--- config.mk ---
export PLATFORM = sky130hd
export DESIGN_NAME = prog_loader
export DESIGN_NICKNAME = d
export VERILOG_FILES = /design/src/rtl/prog_loader_pkg.sv /design/src/rtl/prog_loader_timeout.sv /design/src/rtl/prog_loader.sv
export SDC_FILE = /design/constraint.sdc
export NUM_CORES = 1
export LEC_CHECK = 0
export CORE_UTILIZATION = 57
export DETAILED_ROUTE_END_ITERATION = 7
export MAX_ROUTING_LAYER = met4
export PLACE_DENSITY = 0.8
export SETUP_SLACK_MARGIN = 0.02
export SYNTH_ARGS = -nofsm -noshare
export SYNTH_HDL_FRONTEND = slang
export SYNTH_SLANG_ARGS = --single-unit
--- constraint.sdc ---
create_clock -name clk -period 3.37 [get_ports clk]
set_input_delay 0.337 -clock clk [delete_from_list [all_inputs] [get_ports clk]]
set_output_delay 0.337 -clock clk [all_outputs]
set_load 0.02 [all_outputs]
--- src/rtl/prog_loader_pkg.sv ---
// Shared state encoding, widths and byte-joining helper for the Hack boot loader.
package prog_loader_pkg;

    localparam int unsigned HDR_BYTES = 2;
    localparam int unsigned WORD_W    = 16;

    typedef enum logic [2:0] {
        HDR_HI,
        HDR_LO,
        DAT_HI,
        DAT_LO,
        CSUM_HI,
        CSUM_LO,
        RUN,
        ERR
    } state_t;

    // Stream words and the length header are both sent high byte first.
    function automatic logic [WORD_W-1:0] join_bytes(input logic [7:0] hi, input logic [7:0] lo);
        logic [HDR_BYTES*8-1:0] w;
        w = {hi, lo};
        return WORD_W'(w);
    endfunction

endpackage

--- src/rtl/prog_loader_timeout.sv ---
// Idle-cycle watchdog: counts enabled cycles since the last clear and flags
// once the count reaches TIMEOUT (only instantiated when TIMEOUT is non-zero).
module loader_timeout #(
    parameter int unsigned TIMEOUT = 1000000
) (
    input  logic clk,
    input  logic reset,
    input  logic clr,
    input  logic en,
    output logic expired
);

    localparam int unsigned CW = (TIMEOUT > 1) ? $clog2(TIMEOUT + 1) : 1;

    logic [CW-1:0] cnt_q;
    logic [CW-1:0] cnt_d;

    assign expired = (cnt_q == CW'(TIMEOUT));

    // Saturates at TIMEOUT so a stalled loader keeps reporting expiry.
    always_comb begin
        cnt_d = cnt_q;
        if (clr || !en) begin
            cnt_d = '0;
        end else if (!expired) begin
            cnt_d = cnt_q + CW'(1);
        end
    end

    always_ff @(posedge clk or posedge reset) begin
        if (reset) begin
            cnt_q <= '0;
        end else begin
            cnt_q <= cnt_d;
        end
    end

endmodule

--- src/rtl/prog_loader.sv ---
// Boot-time loader: byte stream -> 16-bit instruction memory writes, holding the CPU
// in reset until the image is complete. Define PROG_LOADER_CHECKSUM_EN for a checksum trailer.
module prog_loader
    import prog_loader_pkg::*;
#(
    parameter int unsigned AW        = 15,
    parameter int unsigned MAX_WORDS = 32768,
    parameter int unsigned TIMEOUT   = 1000000
) (
    input  logic          clk,
    input  logic          reset,
    input  logic          reload,
    input  logic [7:0]    rx_data,
    input  logic          rx_valid,
    output logic          rx_ready,
    output logic          wr_en,
    output logic [AW-1:0] wr_addr,
    output logic [15:0]   wr_data,
    output logic          cpu_reset,
    output logic          done,
    output logic          error
);

`ifdef PROG_LOADER_CHECKSUM_EN
    localparam state_t AFTER_DATA = CSUM_HI;
`else
    localparam state_t AFTER_DATA = RUN;
`endif

    state_t              state_q, state_d;
    logic [7:0]          hi_q, hi_d;
    logic [WORD_W-1:0]   len_q, len_d;
    logic [WORD_W:0]     words_q, words_d;
    logic                wr_en_q, wr_en_d;
    logic [AW-1:0]       wr_addr_q, wr_addr_d;
    logic [WORD_W-1:0]   wr_data_q, wr_data_d;
    logic                cpu_reset_q, cpu_reset_d;
    logic                done_q, done_d;
    logic                error_q, error_d;
`ifdef PROG_LOADER_CHECKSUM_EN
    logic [WORD_W-1:0]   sum_q, sum_d;
`endif

    logic                accept;
    logic                tmo_en;
    logic                tmo_expired;
    logic [WORD_W-1:0]   rx_word;

    assign rx_ready = !reload && (state_q inside {HDR_HI, HDR_LO, DAT_HI, DAT_LO, CSUM_HI, CSUM_LO});
    assign accept   = rx_valid && rx_ready;
    assign tmo_en   = state_q inside {HDR_LO, DAT_HI, DAT_LO, CSUM_HI, CSUM_LO};
    assign rx_word  = join_bytes(hi_q, rx_data);

    generate
        if (TIMEOUT != 0) begin : g_tmo
            loader_timeout #(.TIMEOUT(TIMEOUT)) u_timeout (
                .clk     (clk),
                .reset   (reset),
                .clr     (accept || reload),
                .en      (tmo_en),
                .expired (tmo_expired)
            );
        end else begin : g_no_tmo
            assign tmo_expired = 1'b0;
        end
    endgenerate

    // Reload outranks everything; an accepted byte outranks a simultaneous timeout.
    always_comb begin
        state_d   = state_q;
        hi_d      = hi_q;
        len_d     = len_q;
        words_d   = words_q;
        wr_en_d   = 1'b0;
        wr_addr_d = wr_addr_q;
        wr_data_d = wr_data_q;
`ifdef PROG_LOADER_CHECKSUM_EN
        sum_d     = sum_q;
`endif
        if (reload) begin
            state_d   = HDR_HI;
            len_d     = '0;
            words_d   = '0;
            wr_addr_d = '0;
`ifdef PROG_LOADER_CHECKSUM_EN
            sum_d     = '0;
`endif
        end else if (accept) begin
            case (state_q)
                HDR_HI: begin
                    hi_d    = rx_data;
                    state_d = HDR_LO;
                end
                HDR_LO: begin
                    len_d = rx_word;
                    if (32'(rx_word) > MAX_WORDS) begin
                        state_d = ERR;
                    end else if (rx_word == '0) begin
                        state_d = AFTER_DATA;
                    end else begin
                        state_d = DAT_HI;
                    end
                end
                DAT_HI: begin
                    hi_d    = rx_data;
                    state_d = DAT_LO;
                end
                DAT_LO: begin
                    wr_en_d   = 1'b1;
                    wr_data_d = rx_word;
                    wr_addr_d = AW'(words_q);
                    words_d   = words_q + (WORD_W + 1)'(1);
`ifdef PROG_LOADER_CHECKSUM_EN
                    sum_d     = sum_q + rx_word;
`endif
                    state_d   = (words_d == {1'b0, len_q}) ? AFTER_DATA : DAT_HI;
                end
`ifdef PROG_LOADER_CHECKSUM_EN
                CSUM_HI: begin
                    hi_d    = rx_data;
                    state_d = CSUM_LO;
                end
                CSUM_LO: begin
                    state_d = (rx_word == sum_q) ? RUN : ERR;
                end
`endif
                default: begin
                end
            endcase
        end else if (tmo_en && tmo_expired) begin
            state_d = ERR;
        end
    end

    // Status flags trail the state by one cycle so the last write lands before release.
    always_comb begin
        done_d      = (state_q == RUN) && !reload;
        error_d     = (state_q == ERR) && !reload;
        cpu_reset_d = !done_d;
    end

    always_ff @(posedge clk or posedge reset) begin
        if (reset) begin
            state_q     <= HDR_HI;
            hi_q        <= '0;
            len_q       <= '0;
            words_q     <= '0;
            wr_en_q     <= 1'b0;
            wr_addr_q   <= '0;
            wr_data_q   <= '0;
            cpu_reset_q <= 1'b1;
            done_q      <= 1'b0;
            error_q     <= 1'b0;
`ifdef PROG_LOADER_CHECKSUM_EN
            sum_q       <= '0;
`endif
        end else begin
            state_q     <= state_d;
            hi_q        <= hi_d;
            len_q       <= len_d;
            words_q     <= words_d;
            wr_en_q     <= wr_en_d;
            wr_addr_q   <= wr_addr_d;
            wr_data_q   <= wr_data_d;
            cpu_reset_q <= cpu_reset_d;
            done_q      <= done_d;
            error_q     <= error_d;
`ifdef PROG_LOADER_CHECKSUM_EN
            sum_q       <= sum_d;
`endif
        end
    end

    assign wr_en     = wr_en_q;
    assign wr_addr   = wr_addr_q;
    assign wr_data   = wr_data_q;
    assign cpu_reset = cpu_reset_q;
    assign done      = done_q;
    assign error     = error_q;

endmodule
==> results of run 1 <==
-- stage by stage --
| step | utilization, % | power (uW) | instance area, um^2 | instances |
|---|---|---|---|---|
| after floorplan | - | 1577 | 4970 | 513 |
| after global placement | 66.05 | 1747 | 5509 | 642 |
| after detailed placement | 66.05 | 1759 | 5509 | 642 |
| after CTS | 68.15 | 2456 | 5684 | 658 |
| after global routing | 68.15 | 2539 | 5684 | 658 |
| final | 68.15 | 2437 | 5684 | 658 |
-- synthesized netlist by cell type, types with 4 or more instances --
library cell | count | area share (%)
dfrtp_1 | 98 | 49
nand3_1 | 14 | 1.4
or3_1 | 7 | 0.88
mux2_2 | 15 | 3.4
nor3_1 | 8 | 0.81
and3_1 | 6 | 0.76
nor2_1 | 41 | 3.1
or4_1 | 4 | 0.60
clkbuf_1 | 19 | 1.4
nand2b_1 | 18 | 2.3
inv_1 | 15 | 1.1
nand4_1 | 14 | 1.8
nor4_1 | 8 | 1.0
a21oi_1 | 35 | 3.5
xnor2_1 | 22 | 3.9
nand2_1 | 68 | 5.1
buf_2 | 8 | 0.81
o31ai_1 | 4 | 0.60
o21ai_0 | 31 | 3.1
xor2_1 | 25 | 4.4
mux2_1 | 9 | 2.0
-- registers in the layout, indices dropped and copies added, names as in the netlist, 3 cells and up --
register               count
wr_addr                   15
state_q                    3
len_q                     16
wr_data                   16
words_q                   17
hi_q                       8
g_tmo.u_timeout.cnt_q     20
-- layout make-up --
class / instances / share of cell area [%]
flip-flops and latches: 99 / 43.61
inverters: 15 / 1.035
clock buffers: 10 / 2.245
well taps: 105 / 2.311
clock inverters: 6 / 0.8365
multi-input cells: 369 / 40.63
repair buffers: 54 / 9.333
-- worst max-delay path by stage --
stage	from	endpoint	slack (ns)
floorplan	reset	done$_DFF_PP0_	0.44
global placement	words_q[0]$_DFFE_PP0P_	state_q[2]$_DFFE_PP0P_	0.77
detailed placement	words_q[0]$_DFFE_PP0P_	state_q[2]$_DFFE_PP0P_	0.68
CTS	words_q[0]$_DFFE_PP0P_	state_q[2]$_DFFE_PP0P_	0.64
global route	words_q[0]$_DFFE_PP0P_	state_q[2]$_DFFE_PP0P_	0.52
finish	words_q[0]$_DFFE_PP0P_	state_q[2]$_DFFE_PP0P_	0.64
-- metal layers --
layer	GRT usage, %	routed length [um]	vias up
li1	-	-	1837
met4	7.711	133	0
met1	35.14	4982	1875
met3	3.110	352	13
met2	40.36	5049	86
met5	-	0	-
-- where the power goes --
part,internal [uW],total [uW],leakage [uW],switching (uW)
combinational,188,384,0.000891,196
sequential,1270,1350,0.00135,77.3
clock,275,701,0.0000808,425
total,1740,2440,0.00232,699
-- logic make-up (layout without fill, tap and decap cells) --
logic type | Yosys count | count (layout) | share of synthesized area, %
AND/OR/NAND/NOR | 209 | 209 | 21.43
flip-flops | 99 | 99 | 49.87
AO/OA/AOI/OAI | 84 | 84 | 9.920
XOR/XNOR | 47 | 47 | 8.283
buffers and inverters | 45 | 85 | 3.902
multiplexers | 26 | 26 | 5.841
adder cells (fa/ha/maj) | 3 | 3 | 0.7554
==> flow_metrics.tcl, run 1 <==
set metrics [dict create \
    fmax_mhz 366.3 \
    cts_hold_buf 0 \
    cts_setup_buffers 0 \
    cts_resized 0 \
    io_pins 48 \
    cellPowerDensity_mw_per_mm2 428.8 \
    worst_pin_slew_ns 0.5117 \
    viasPerCell 5.792 \
    critPathBufInv 0 \
    ys.flop_type "dfrtp_1" \
    layout_commonest_cell "dfrtp_1" \
    synth.avg_cell_area_um2 9.688 \
    slew_headroom_pct 65.40 \
    fin_hold_ws_ns 0.3372 \
    period_minus_slack_ns 2.730 \
    initial_core_util_pct 59.59 \
    fp.dieH_um 95.38 \
    critPathKind "flip-flop to flip-flop" \
    ys_warn_count 0 \
    synth_cell_types 51 \
    dr_total_vias 3811 \
    drive_gt1_share_pct 9.584 \
    ys_seq_area_share_pct 49.87 \
    reg2reg_depth 7 \
    synth_area_mm2 0.004970 \
    antenna_cells 0 \
    leakage_uw 0.002317 \
    synth-edff-count 0 \
    worstSkewPairLatency_ns 0.36 \
    multi_input_area_mm2 0.002310 \
    wl_per_cell_um 15.98 \
    routed_wl_um 10520 \
    hp-class "primary input to asynchronous set/reset pin" \
    rsz0062_at_grt "no" \
    r2r_start "words_q[0]$_DFFE_PP0P_" \
    final-seq-area_mm2 0.002479 \
    path_depth 7 \
    cpMaxStageDelayCell "or4_1" \
    r2r_slack_ns 0.64 \
    place.gp.congestion 0.8979 \
    fin_setup_tns_ns 0 \
    slew_violations 0 \
    synthArstFlopShare_pct 100.0 \
    path_cells "ha_1 > nand3_2 > nor2_1 > o31ai_1 > or4_1 > or4_1 > o31ai_1" \
    die_w_um 95.38 \
    start_kind "flip-flop" \
    r2r-end "state_q[2]$_DFFE_PP0P_" \
    grt_max_degree 66 \
    hold_viol_final 0 \
    clk_pin_slew_ns 0.10 \
    tritoncts.num_buffers 9 \
    grt_pass1_vias 3591 \
    synth-seq-cells 99 \
    critPathTopFamily "simple AND/OR/NAND/NOR gates" \
    grt_pass1_wl_um 17340 \
    irDropWorstVdd_uv 313.2 \
    first_pass_iters 4 \
    cts_tree "done" \
    cts_root_buf "clkbuf_8" \
    dp_slack_ns 0.6817 \
    drc 0 \
    setup.worst_path.end_class "flip-flop" \
    period_share_pct 81.01 \
    dpl.hpwl_um 7417 \
    syn_inst 513 \
    required_ns 3.63 \
    layout_common_cells "dfrtp_1 (98), nand2_1 (68), clkdlybuf4s50_1 (46)" \
    synth_nets 528 \
    fin_nets 563 \
    antenna_found_initial 0 \
    max_stage_delay_ns 0.53 \
    area_growth_pct 14.38 \
    cts.sinks 99 \
    htree_levels 3 \
    portBuffers 47 \
    fillers 688 \
    rows 33 \
    clk_path_buf_depth 2 \
    die_area_mm2 0.009096 \
    fin_ws_ns 0.6399 \
    grt_util_all_layers_pct 25.69 \
    core_area_mm2 0.008341 \
    ant_nets 0 \
    status "finished clean" \
    maxCapViolations 0 \
    cp_max_fo 8 \
    critPathArrivalTime_ns 2.99 \
    finalClockSkew_ns 0.01458 \
    grt-ovfl-total 0 \
    setup_viol_count_final 0 \
    first_iter_violations 180 \
]
Note: power is estimated with default switching activity, not from simulation.
==> run 2: changes to the inputs <==
--- a/config.mk
+++ b/config.mk
@@ -5,10 +5,10 @@
 export SDC_FILE = /design/constraint.sdc
 export NUM_CORES = 1
 export LEC_CHECK = 0
-export CORE_UTILIZATION = 57
+export CORE_UTILIZATION = 52
 export DETAILED_ROUTE_END_ITERATION = 7
 export MAX_ROUTING_LAYER = met4
-export PLACE_DENSITY = 0.8
+export PLACE_DENSITY = 0.76
 export SETUP_SLACK_MARGIN = 0.02
 export SYNTH_ARGS = -nofsm -noshare
 export SYNTH_HDL_FRONTEND = slang
==> constraint.sdc (replaced) <==
create_clock -name clk -period 2.3 [get_ports clk]
set_input_delay 0.23 -clock clk [delete_from_list [all_inputs] [get_ports clk]]
set_output_delay 0.23 -clock clk [all_outputs]
set_load 0.02 [all_outputs]
==> flow_metrics.tcl, run 2 (same netlist as run 1, synthesis figures left out) <==
set metrics [dict create \
    status "finished with violations" \
    violations "setup timing" \
    io_pins 48 \
    cp_max_fo 2 \
    dp.cells 709 \
    routed_wl_um 11440 \
    fin_ws_ns -0.1913 \
    sw_frac_of_total_pct 28.33 \
    cts_root_buf "clkbuf_8" \
    first_pass_iters 5 \
    critPathArrivalTime_ns 2.77 \
    rows 35 \
    tritoncts.num_buffers 9 \
    hold_viol_final 0 \
    period_minus_slack_ns 2.491 \
    layout_commonest_cell "dfrtp_1" \
    setup.worst_path.end_class "flip-flop" \
    largest_reg_flops 20 \
    multi_input_area_mm2 0.002337 \
    cellPowerDensity_mw_per_mm2 612.6 \
    hp-class "primary input to asynchronous set/reset pin" \
    drc 0 \
    fin_setup_tns_ns -0.1913 \
    grt_util_all_layers_pct 26.26 \
    r2r_slack_ns -0.19 \
    required_ns 2.58 \
    total_power_uw 3754 \
    dpl.hpwl_um 8290 \
    cts.sinks 99 \
    htree_levels 3 \
    pwr-share-clk_pct 31.2 \
    grt_pass1_vias 4079 \
    cts_tree "done" \
    setup_viol_count_final 1 \
    combPwrFrac_pct 16.3 \
    die_w_um 99.76 \
    final_util_pct 66.31 \
    ant_nets 0 \
    power.internal_uw 2690 \
    fillers 749 \
    drive_gt1_share_pct 16.78 \
    portBuffers 47 \
    maxCapViolations 0 \
    clk_pin_slew_ns 0.10 \
    worst_pin_slew_ns 0.4216 \
    core_area_mm2 0.009240 \
    grt-ovfl-total 0 \
    place.gp.congestion 0.9134 \
    slew_headroom_pct 71.64 \
    antenna_found_initial 0 \
    finalClockSkew_ns 0.006838 \
    irDropWorstVdd_uv 522.3 \
    largest_register "g_tmo.u_timeout.cnt_q" \
    first_iter_violations 360 \
    initial_core_util_pct 53.78 \
    fmax_mhz 401.4 \
    slew_violations 0 \
    final-seq-area_mm2 0.002480 \
    reg_top3 "g_tmo.u_timeout.cnt_q x20, words_q x17" \
    worstSkewPairLatency_ns 0.37 \
    cts_hold_buf 0 \
    dr_total_vias 3990 \
    p_sw_uw 1063 \
    antenna_cells 0 \
    die_area_mm2 0.009952 \
    final_cells 725 \
    viasPerCell 5.503 \
    start_kind "flip-flop" \
    dp_slack_ns -0.1896 \
    area_growth_pct 23.29 \
    critPathKind "flip-flop to flip-flop" \
    seq_power_share_pct 52.5 \
    rsz0062_at_grt "yes" \
    wl_per_cell_um 15.78 \
    leakage_uw 0.002558 \
    clk_path_buf_depth 2 \
    fin_nets 606 \
    period_share_pct 108.3 \
    grt_max_degree 53 \
    fp.dieH_um 99.76 \
    layout_common_cells "dfrtp_1 (97), nand2_1 (68), buf_4 (47)" \
    cts_setup_buffers 0 \
    grt_pass1_wl_um 19840 \
]
## run 2: through the flow
step,hold WS (ns),cell area [um^2]
final,0.1050,6127
after floorplan,0.3468,4987
after global routing,0.1028,6127
after global placement,0.4717,5902
after detailed placement,0.4777,5902
after CTS,0.09330,6125
## run 2: routing by layer
metal | share of wire [%] | track usage, %
met1 | 47 | 35.07
met2 | 47 | 40.32
met3 | 4.2 | 5.341
met4 | 1.7 | 8.371
met5 | 0 | -
## run 2: area by class of cell
type                       count  share of cell area [%]
clock buffer                   9                   2.022
inverter                      15                  0.9802
timing repair buffer          97                   14.34
tap                          129                   2.634
clock inverter                 7                   1.409
sequential                    99                   40.47
multi-input combinational    369                   38.15
## run 2: power by group through the flow
stage	clock [uW]	sequential, uW	combinational, uW
global placement	0	1990	596
CTS	1190	1970	615
detailed placement	0	2000	607
finish	1170	1970	610
floorplan	0	2070	245
global route	1270	1990	660
## run 2: worst paths after layout
path / from / to / cells after the start
setup / recovery: words_q[1]$_DFFE_PP0P_ / state_q[2]$_DFFE_PP0P_ / 7
hold / removal: reset / wr_addr[2]$_DFFE_PP0P_ / 2
setup reg to reg: words_q[1]$_DFFE_PP0P_ / state_q[2]$_DFFE_PP0P_ / 7
hold reg to reg: wr_data[8]$_DFFE_PP0P_ / wr_data[8]$_DFFE_PP0P_ / 1
max in group asynchronous: reset / cpu_reset$_DFF_PP1_ / 3
min in group clk: reload / words_q[1]$_DFFE_PP0P_ / 3
## run 2: worst max-delay path: stages, from the launching register on
cell and delay [ns]:
dfrtp_1 0.42, ha_4 0.25, xor2_1 0.14, a2111oi_2 0.21, o41ai_1 0.13, or4_1 0.50, or4_1 0.53, o31ai_1 0.22
## run 2: timing repair
| item | in CTS | in global routing |
|---|---|---|
| hold endpoints to repair | 0 | 0 |
| resized for setup | 1 | 1 |
| setup endpoints to repair | 1 | 2 |
| cloned | 0 | 0 |
==> run 3: changes to the inputs <==
--- a/config.mk
+++ b/config.mk
@@ -8,7 +8,7 @@
 export CORE_UTILIZATION = 52
 export DETAILED_ROUTE_END_ITERATION = 7
 export MAX_ROUTING_LAYER = met4
-export PLACE_DENSITY = 0.76
+export PLACE_DENSITY = 0.78
 export SETUP_SLACK_MARGIN = 0.02
 export SYNTH_ARGS = -nofsm -noshare
 export SYNTH_HDL_FRONTEND = slang
==> flow_metrics.tcl, run 3 (same netlist as run 1, synthesis figures left out) <==
set metrics [dict create \
    r2r_start "g_tmo.u_timeout.cnt_q[10]$_DFFE_PP0P_" \
    dr_total_vias 3931 \
    status "finished with violations" \
    grt-ovfl-total 0 \
    place.gp.congestion 0.9172 \
    tritoncts.num_buffers 9 \
    critPathTopFamily "simple AND/OR/NAND/NOR gates" \
    max_stage_delay_ns 0.50 \
    critPathKind "flip-flop to flip-flop" \
    cts_tree "done" \
    setup_viol_count_final 1 \
    die_w_um 99.76 \
    period_share_pct 111.2 \
    initial_core_util_pct 53.78 \
    critPathLaunch "g_tmo.u_timeout.cnt_q[10]$_DFFE_PP0P_" \
    largest_register "g_tmo.u_timeout.cnt_q" \
    finalClockSkew_ns 0.01071 \
    layout_commonest_cell "dfrtp_1" \
    hold_viol_final 0 \
    slew_violations 0 \
    period_minus_slack_ns 2.557 \
    drive_gt1_share_pct 16.67 \
    cpMaxStageDelayCell "or4b_1" \
    cellPowerDensity_mw_per_mm2 614.4 \
    clk_pin_slew_ns 0.11 \
    htree_levels 3 \
    final_util_pct 66.11 \
    rsz0062_at_grt "yes" \
    die_area_mm2 0.009952 \
    combPwrFrac_pct 16.2 \
    grt_pass1_wl_um 19040 \
    fin_ws_ns -0.2574 \
    fp.dieH_um 99.76 \
    grt_util_all_layers_pct 25.31 \
    start_kind "flip-flop" \
    area_growth_pct 22.91 \
    dp_slack_ns -0.2159 \
    clk_path_buf_depth 2 \
    path_cells "or4b_1 > or4_1 > a2111oi_2 > and3_1 > nand4_1 > o31ai_4" \
    worstSkewPairLatency_ns 0.37 \
    fin_nets 604 \
    rows 35 \
    worst_pin_slew_ns 0.5554 \
    leakage_uw 0.002546 \
    routed_wl_um 11100 \
    grt_max_degree 49 \
    power.internal_uw 2684 \
    maxCapViolations 0 \
    wl_per_cell_um 15.35 \
    violations "setup timing" \
    io_pins 48 \
    grt_pass1_vias 3910 \
    seq_power_share_pct 52.5 \
    critPathArrivalTime_ns 2.84 \
    critPathBufInv 0 \
    dpl.hpwl_um 8088 \
    first_pass_iters 6 \
    core_area_mm2 0.009240 \
    portBuffers 47 \
    setup.worst_path.end_class "flip-flop" \
    ant_nets 0 \
    first_iter_violations 190 \
    antenna_cells 0 \
    drc 0 \
    antenna_found_initial 0 \
    reg_top3 "g_tmo.u_timeout.cnt_q x20, words_q x17" \
    cp_max_fo 3 \
    fmax_mhz 391.0 \
    largest_reg_flops 20 \
    required_ns 2.58 \
    sw_frac_of_total_pct 28.50 \
    cts_root_buf "clkbuf_8" \
    slew_headroom_pct 62.90 \
    cts_hold_buf 0 \
    hp-class "primary input to asynchronous set/reset pin" \
    viasPerCell 5.437 \
    irDropWorstVdd_uv 479.4 \
    pwr-share-clk_pct 31.4 \
    p_sw_uw 1069 \
    layout_common_cells "dfrtp_1 (97), nand2_1 (68), clkdlybuf4s50_1 (46)" \
    cts.sinks 99 \
]
[run 3: area by class of cell]
cell class | count | area [um^2]
clock buffers | 9 | 123.9
clock inverters | 7 | 80.08
fillers | 739 | 3132
inverters | 15 | 60.06
multi-input cells | 369 | 2340
flip-flops and latches | 99 | 2480
well taps | 129 | 161.4
repair buffers | 95 | 863.3
[run 3: layer usage]
metal  GRT usage, %  vias to the layer above  part of all wire (%)  wire length (um)
li1               -                     1913                     -                 -
met1          35.41                     1891                    48              5338
met2          38.67                      109                    47              5166
met3          3.162                       18                   3.8               422
met4          7.919                        0                   1.6               174
met5              -                        -                     0                 0
[run 3: worst paths after layout]
check	end	slack (ns)	cells after the start
min	g_tmo.u_timeout.cnt_q[16]$_DFFE_PP0P_	0.25	2
max in group asynchronous	words_q[0]$_DFFE_PP0P_	1.42	3
min in group clk	words_q[12]$_DFFE_PP0P_	0.32	3
max reg2reg	state_q[2]$_DFFE_PP0P_	-0.26	6
max	state_q[2]$_DFFE_PP0P_	-0.26	6
min reg2reg	wr_data[7]$_DFFE_PP0P_	0.50	1
[run 3: what timing repair did]
item,in CTS,in global routing
pin swaps,0,3
buffers inserted,0,0
setup endpoints to repair,1,1
gates resized for setup,0,3
[run 3: per-stage QoR]
stage	TNS (ns)	area, um^2	hold slack [ns]	total power, uW	cells
after CTS	-0.2651	6091	0.2704	3777	723
after detailed placement	-0.2159	5887	0.4780	2609	707
final	-0.2574	6108	0.2503	3753	723
after floorplan	-0.08375	4987	0.3468	2311	513
after global placement	-0.1291	5887	0.4716	2593	707
after global routing	-0.3623	6108	0.3093	3911	723
[run 3: power by group through the flow]
stage / logic [uW] / registers, uW / clock network [uW]
final: 607 / 1970 / 1180
after CTS: 610 / 1970 / 1200
after global routing: 652 / 1990 / 1270
after floorplan: 245 / 2070 / 0
after global placement: 596 / 2000 / 0
after detailed placement: 605 / 2000 / 0
